===== config.mk =====
export PLATFORM = sky130hd
export DESIGN_NAME = writeback_arbiter
export DESIGN_NICKNAME = d
export VERILOG_FILES = /design/src/rtl/wb_pkg.sv /design/src/rtl/wb_scoreboard.sv /design/src/rtl/writeback_arbiter.sv
export SDC_FILE = /design/constraint.sdc
export NUM_CORES = 1
export LEC_CHECK = 0
export ABC_AREA = 0
export CORE_MARGIN = 8
export CORE_UTILIZATION = 35
export DETAILED_ROUTE_END_ITERATION = 10
export PLACE_DENSITY = 0.79
export SLEW_MARGIN = 20
export SYNTH_ARGS = -nofsm -noshare
export SYNTH_HDL_FRONTEND = slang
export SYNTH_SLANG_ARGS = --single-unit

===== constraint.sdc =====
create_clock -name clk_i -period 2.85 [get_ports clk_i]
set_input_delay 0.57 -clock clk_i [delete_from_list [all_inputs] [get_ports clk_i]]
set_output_delay 0.57 -clock clk_i [all_outputs]
set_load 0.005 [all_outputs]

===== src/rtl/wb_pkg.sv =====
// Shared widths, request type and grant-source encoding for the integer
// register-file writeback path.
package wb_pkg;

    localparam int XLEN       = 64;
    localparam int REG_ADDR_W = 5;
    localparam int NUM_REGS   = 32;

    typedef struct packed {
        logic [REG_ADDR_W-1:0] rd;
        logic [XLEN-1:0]       data;
    } wb_req_t;

    typedef enum logic [1:0] {
        WB_SRC_NONE = 2'd0,
        WB_SRC_A    = 2'd1,
        WB_SRC_B    = 2'd2
    } wb_src_e;

endpackage


===== src/rtl/wb_scoreboard.sv =====
// Pending-write scoreboard: one busy bit per register, set on issue, cleared
// on writeback; a set and clear hitting the same register together leaves it set.
module wb_scoreboard
    import wb_pkg::*;
(
    input  logic                  clk_i,
    input  logic                  rst_i,
    input  logic                  i_set_en,
    input  logic [REG_ADDR_W-1:0] i_set_rd,
    input  logic                  i_clr_en,
    input  logic [REG_ADDR_W-1:0] i_clr_rd,
    output logic [NUM_REGS-1:0]   o_busy
);

    logic [NUM_REGS-1:0] r_busy;
    logic [NUM_REGS-1:0] w_set;
    logic [NUM_REGS-1:0] w_clr;

    assign w_set = i_set_en ? (NUM_REGS'(1) << i_set_rd) : '0;
    assign w_clr = i_clr_en ? (NUM_REGS'(1) << i_clr_rd) : '0;

    // x0 can never hold a pending write, so bit 0 is forced low every edge.
    always_ff @(posedge clk_i) begin
        if (rst_i) begin
            r_busy <= '0;
        end else begin
            r_busy <= ((r_busy & ~w_clr) | w_set) & ~NUM_REGS'(1);
        end
    end

    assign o_busy = r_busy;

endmodule


===== src/rtl/writeback_arbiter.sv =====
// Two-producer writeback arbiter (A priority, B starvation-protected) feeding the
// single register-file write port. Optional same-cycle bypass under WB_BYPASS_EN.
module writeback_arbiter
    import wb_pkg::REG_ADDR_W, wb_pkg::NUM_REGS, wb_pkg::wb_src_e,
           wb_pkg::WB_SRC_NONE, wb_pkg::WB_SRC_A, wb_pkg::WB_SRC_B;
#(
    parameter int STARVE_LIMIT = 4,
    parameter int XLEN         = 64
) (
    input  logic                  clk_i,
    input  logic                  rst_i,
    input  logic                  a_valid_i,
    output logic                  a_ready_o,
    input  logic [REG_ADDR_W-1:0] a_rd_i,
    input  logic [XLEN-1:0]       a_data_i,
    input  logic                  b_valid_i,
    output logic                  b_ready_o,
    input  logic [REG_ADDR_W-1:0] b_rd_i,
    input  logic [XLEN-1:0]       b_data_i,
    input  logic                  issue_valid_i,
    input  logic [REG_ADDR_W-1:0] issue_rd_i,
    output logic                  wr_reg_en_o,
    output logic [REG_ADDR_W-1:0] rd_o,
    output logic [XLEN-1:0]       wr_reg_data_o,
    output logic [NUM_REGS-1:0]   busy_o,
    output logic                  fwd_valid_o,
    output logic [REG_ADDR_W-1:0] fwd_rd_o,
    output logic [XLEN-1:0]       fwd_data_o
);

    wb_src_e               w_src;
    logic [REG_ADDR_W-1:0] w_gnt_rd;
    logic [XLEN-1:0]       w_gnt_data;
    logic                  w_wr_en;
    logic [3:0]            r_starve;
    logic                  r_wr_en;
    logic [REG_ADDR_W-1:0] r_rd;
    logic [XLEN-1:0]       r_data;

    // B overrides A once it has waited STARVE_LIMIT cycles in a row.
    always_comb begin
        w_src = WB_SRC_NONE;
        if (!rst_i) begin
            if (b_valid_i && (!a_valid_i || r_starve == 4'(STARVE_LIMIT)))
                w_src = WB_SRC_B;
            else if (a_valid_i)
                w_src = WB_SRC_A;
        end
    end

    always_comb begin
        w_gnt_rd   = '0;
        w_gnt_data = '0;
        case (w_src)
            WB_SRC_A: begin
                w_gnt_rd   = a_rd_i;
                w_gnt_data = a_data_i;
            end
            WB_SRC_B: begin
                w_gnt_rd   = b_rd_i;
                w_gnt_data = b_data_i;
            end
            default: ;
        endcase
    end

    assign a_ready_o = (w_src == WB_SRC_A);
    assign b_ready_o = (w_src == WB_SRC_B);
    assign w_wr_en   = (w_src != WB_SRC_NONE) && (w_gnt_rd != '0);

    always_ff @(posedge clk_i) begin
        if (rst_i || !b_valid_i || b_ready_o)
            r_starve <= '0;
        else
            r_starve <= r_starve + 4'd1;
    end

    // Address and data are zeroed on idle cycles so rd-keyed consumers only ever see x0.
    always_ff @(posedge clk_i) begin
        if (rst_i) begin
            r_wr_en <= 1'b0;
            r_rd    <= '0;
            r_data  <= '0;
        end else begin
            r_wr_en <= w_wr_en;
            r_rd    <= w_wr_en ? w_gnt_rd : '0;
            r_data  <= w_wr_en ? w_gnt_data : '0;
        end
    end

    assign wr_reg_en_o   = r_wr_en;
    assign rd_o          = r_rd;
    assign wr_reg_data_o = r_data;

    wb_scoreboard u_scoreboard (
        .clk_i    (clk_i),
        .rst_i    (rst_i),
        .i_set_en (issue_valid_i && (issue_rd_i != '0)),
        .i_set_rd (issue_rd_i),
        .i_clr_en (w_wr_en),
        .i_clr_rd (w_gnt_rd),
        .o_busy   (busy_o)
    );

`ifdef WB_BYPASS_EN
    assign fwd_valid_o = w_wr_en;
    assign fwd_rd_o    = w_wr_en ? w_gnt_rd : '0;
    assign fwd_data_o  = w_wr_en ? w_gnt_data : '0;
`else
    assign fwd_valid_o = 1'b0;
    assign fwd_rd_o    = '0;
    assign fwd_data_o  = '0;
`endif

endmodule


==> metrics.md <==
| Metric | Value |
|---|---|
| CP Capture Type | primary output |
| Final antenna-violating net count | 0 |
| R2R setup slack | 0.30 ns |
| Die Ht | 131 microns |
| Initial Utilization | 35.3% |
| Pwr per Cell Area | 423 nW/um^2 |
| Clk Tree Root Cell | clkbuf_16 |
| Critical R2R Launch | r_starve[0] |
| Initial antenna violation count | 0 |
| CTS Buffer Depth | 2 |
| Post-synthesis xor/xnor area fraction | 0.381% |
| Buffers on Ports | 250 |
| Reg-to-Reg End | u_scoreboard.o_busy[14] |
| Worst-path fanout max | 4 |
| Fraction of the yosys area taken by sequential cells | 45.7% |
| Status | finished, final reports clean |
| First-pass GRT wire length | 25700 microns |
| Hold Slack | 0.465 ns |
| Compound-Gate Fraction of Synth Area | 23.6% |
| Tot GR Track Use | 19.7% |
| Core Footprint | 13000 sq um |
| Async S/R FF share, synth | 0% |
| Setup TNS Final | 0 ns |
| Max Cap Viol | 0 |
| Cells on worst reg2reg path | 12 |
| Leakage | 0.00281 uW |
| Final nets | 943 |
| Crit Path Category | in -> out |
| Skew final | 0.0102 ns |
| Hold Crit Class | reg -> reg |
| Synth cell types | 41 |
| Vias in the first global route | 4769 |
| CP arrival | 2.16 ns |
| #FFs+latches synth | 105 |
| Via count of the routed design | 4692 |
| Diodes inserted | 0 |
| Clk_lat worst skew | 0.35 ns |
| Drc violations | 0 |
| Final setup viols | 0 |
| Slew Limit Fails | 0 |
| Initial DRC count | 337 |
| Max Fclk | 366 MHz |
| Tot Pwr | 3260 uW |
| Most common cell after layout, fill and taps aside | clkdlybuf4s50_1 |
| Yosys warns | 0 |
| Final Cycle Share | 95.9% |
| Adder-Cell Fraction of Synth Area | 1.36% |
| Largest family of logic cells by synthesized area | compound AO/OA/AOI/OAI gates |
| Max IR drop VDD | 0.000261 V |
| Worst Setup Start Kind | input port |
| Mapped Area | 4600 sq um |
| Hpwl dp | 14500 microns |
| Simple-gate share of the synthesized area | 13.4% |
| Number of sinks on the clock net | 105 |
| Max transition margin | 63.1% |
| Reg clk slew, reported paths | 0.07 ns |
| Vias per Instance | 4.83 |
| Die footprint | 17100 sq um |
| Post-Synthesis Cells | 510 |
| Share of cells above drive strength 1 | 9.43% |
| Avg Inst Size Synth | 9.02 sq um |
| Drt pass-1 iters | 5 |
| Placement Rows | 42 |
| Worst EP required | 2.28 ns |
| Routability cong. | 0.862 |
| I/O pins | 322 |
| Die Width | 131 microns |
| CP Capture Point | a_ready_o |
| P&R area growth vs syn | 67.1% |
| WHS Path Cells | 1 |
| Fin. Hold Viols | 0 |
| GR Overflow Total | 0 |
| Multiplexer share of the synthesized area | 0% |
| CTS H-Tree Depth | 3 |
| Worst Setup SP | rst_i |
| Commonest non-fill, non-tap cells in the layout | clkdlybuf4s50_1 (249), dfxtp_1 (105), nor2_1 (80), conb_1 (71), a22oi_1 (66) |
| Cts bufs inserted | 9 |
| Final min period | 2.73 ns |
| Slew at the pin closest to its max-slew limit | 0.553 ns |
| Commonest register cell after synthesis | dfxtp_1 |
| CTS tree | yes |
| Post-synth EDFFs | 0 |
| Largest net degree at the start of global routing | 36 |
| RSZ-0062 raised after global routing | false |
| Routed WL | 17900 microns |
| Routed WL per cell | 18.4 microns |
## repair_timing
action / in CTS / in global routing
hold buffers: 0 / 0
pin swaps: 0 / 1
setup buffers: 0 / 3
resized for setup: 3 / 0
gates cloned: 0 / 0
endpoints found under the setup margin: 2 / 1
## cell type report
cell class	instances	area [sq um]
inverter	13	48.8
multi-input combinational	358	2080
tap	176	220
timing repair buffer	303	2940
clock inverter	5	46.3
fill	1186	5340
sequential	105	2100
clock buffer	11	253
## critical path, cell delays in order
cell,delay (ns)
clkdlybuf4s50_1,0.53
inv_1,0.09
nand2_1,0.08
a21o_1,0.16
ha_4,0.18
clkdlybuf4s50_1,0.53
## state kept, by name, summed over array words and instances (netlist names)
register             cells
wr_reg_data_o           64
u_scoreboard.o_busy     31
rd_o                     5
wr_reg_en_o              1
r_starve                 4
## through the flow
step	setup slack, ns	utilization (%)	area (sq um)	cells
global placement	-0.118	56.3	7340	952
CTS	0.0315	58.7	7660	968
global route	0.0417	59.0	7690	971
finish	0.117	59.0	7690	971
floorplan	0.163	-	4860	580
detailed placement	-0.156	56.3	7340	952
## kinds of logic after synthesis
| family | Yosys count |
|---|---|
| AO/OA/AOI/OAI | 145 |
| AND/OR/NAND/NOR | 135 |
| buffers and inverters | 117 |
| flip-flops | 105 |
| adder cells (fa/ha/maj) | 5 |
| XOR/XNOR | 2 |
| other | 1 |
## power breakdown
| group | internal [uW] | total [uW] | leakage, uW | switching [uW] |
|---|---|---|---|---|
| logic | 303 | 516 | 0.00182 | 213 |
| registers | 1490 | 1500 | 0.000847 | 12.5 |
| clock network | 655 | 1240 | 0.000142 | 585 |
| total | 2450 | 3260 | 0.00281 | 810 |
## worst min path at each step
stage	endpoint	slack (ns)	from
2_1_floorplan	r_starve[0]	0.43	r_starve[0]
3_3_place_gp	r_starve[0]	0.44	r_starve[0]
3_5_place_dp	r_starve[0]	0.45	r_starve[0]
4_1_cts	r_starve[0]	0.47	r_starve[0]
5_1_grt	r_starve[0]	0.50	r_starve[0]
6_report	r_starve[0]	0.46	r_starve[0]
## routing by layer
| layer | routed length [microns] | part of all wire [%] | vias to the layer above | track usage, % |
|---|---|---|---|---|
| met5 | 0 | 0 | - | 0 |
| met4 | 356 | 2.0 | 0 | 7.29 |
| met3 | 1340 | 7.5 | 27 | 5.28 |
| met2 | 9250 | 52 | 233 | 33.8 |
| met1 | 6950 | 39 | 2183 | 22.9 |
| li1 | - | - | 2249 | - |
## synth_stat cells, types with 3 or more instances
master	instances	area share, %
a211o_1	12	2.3
a211oi_1	5	0.82
a21oi_1	9	0.98
a22o_1	4	0.76
a22oi_1	66	11
a31oi_1	3	0.41
a32o_1	11	2.4
a32oi_1	3	0.57
and3_1	3	0.41
buf_1	5	0.41
buf_2	4	0.44
buf_4	72	12
clkbuf_1	23	1.9
dfxtp_1	105	46
ha_1	5	1.4
inv_1	13	1.1
nand2_1	15	1.2
nand3_1	7	0.76
nand3b_1	4	0.65
nand4_1	9	1.2
nor2_1	80	6.5
o211ai_1	5	0.82
o21ai_0	16	1.7
o32ai_1	5	0.95
or4_1	3	0.49
Power figures use the tool's default switching activity.
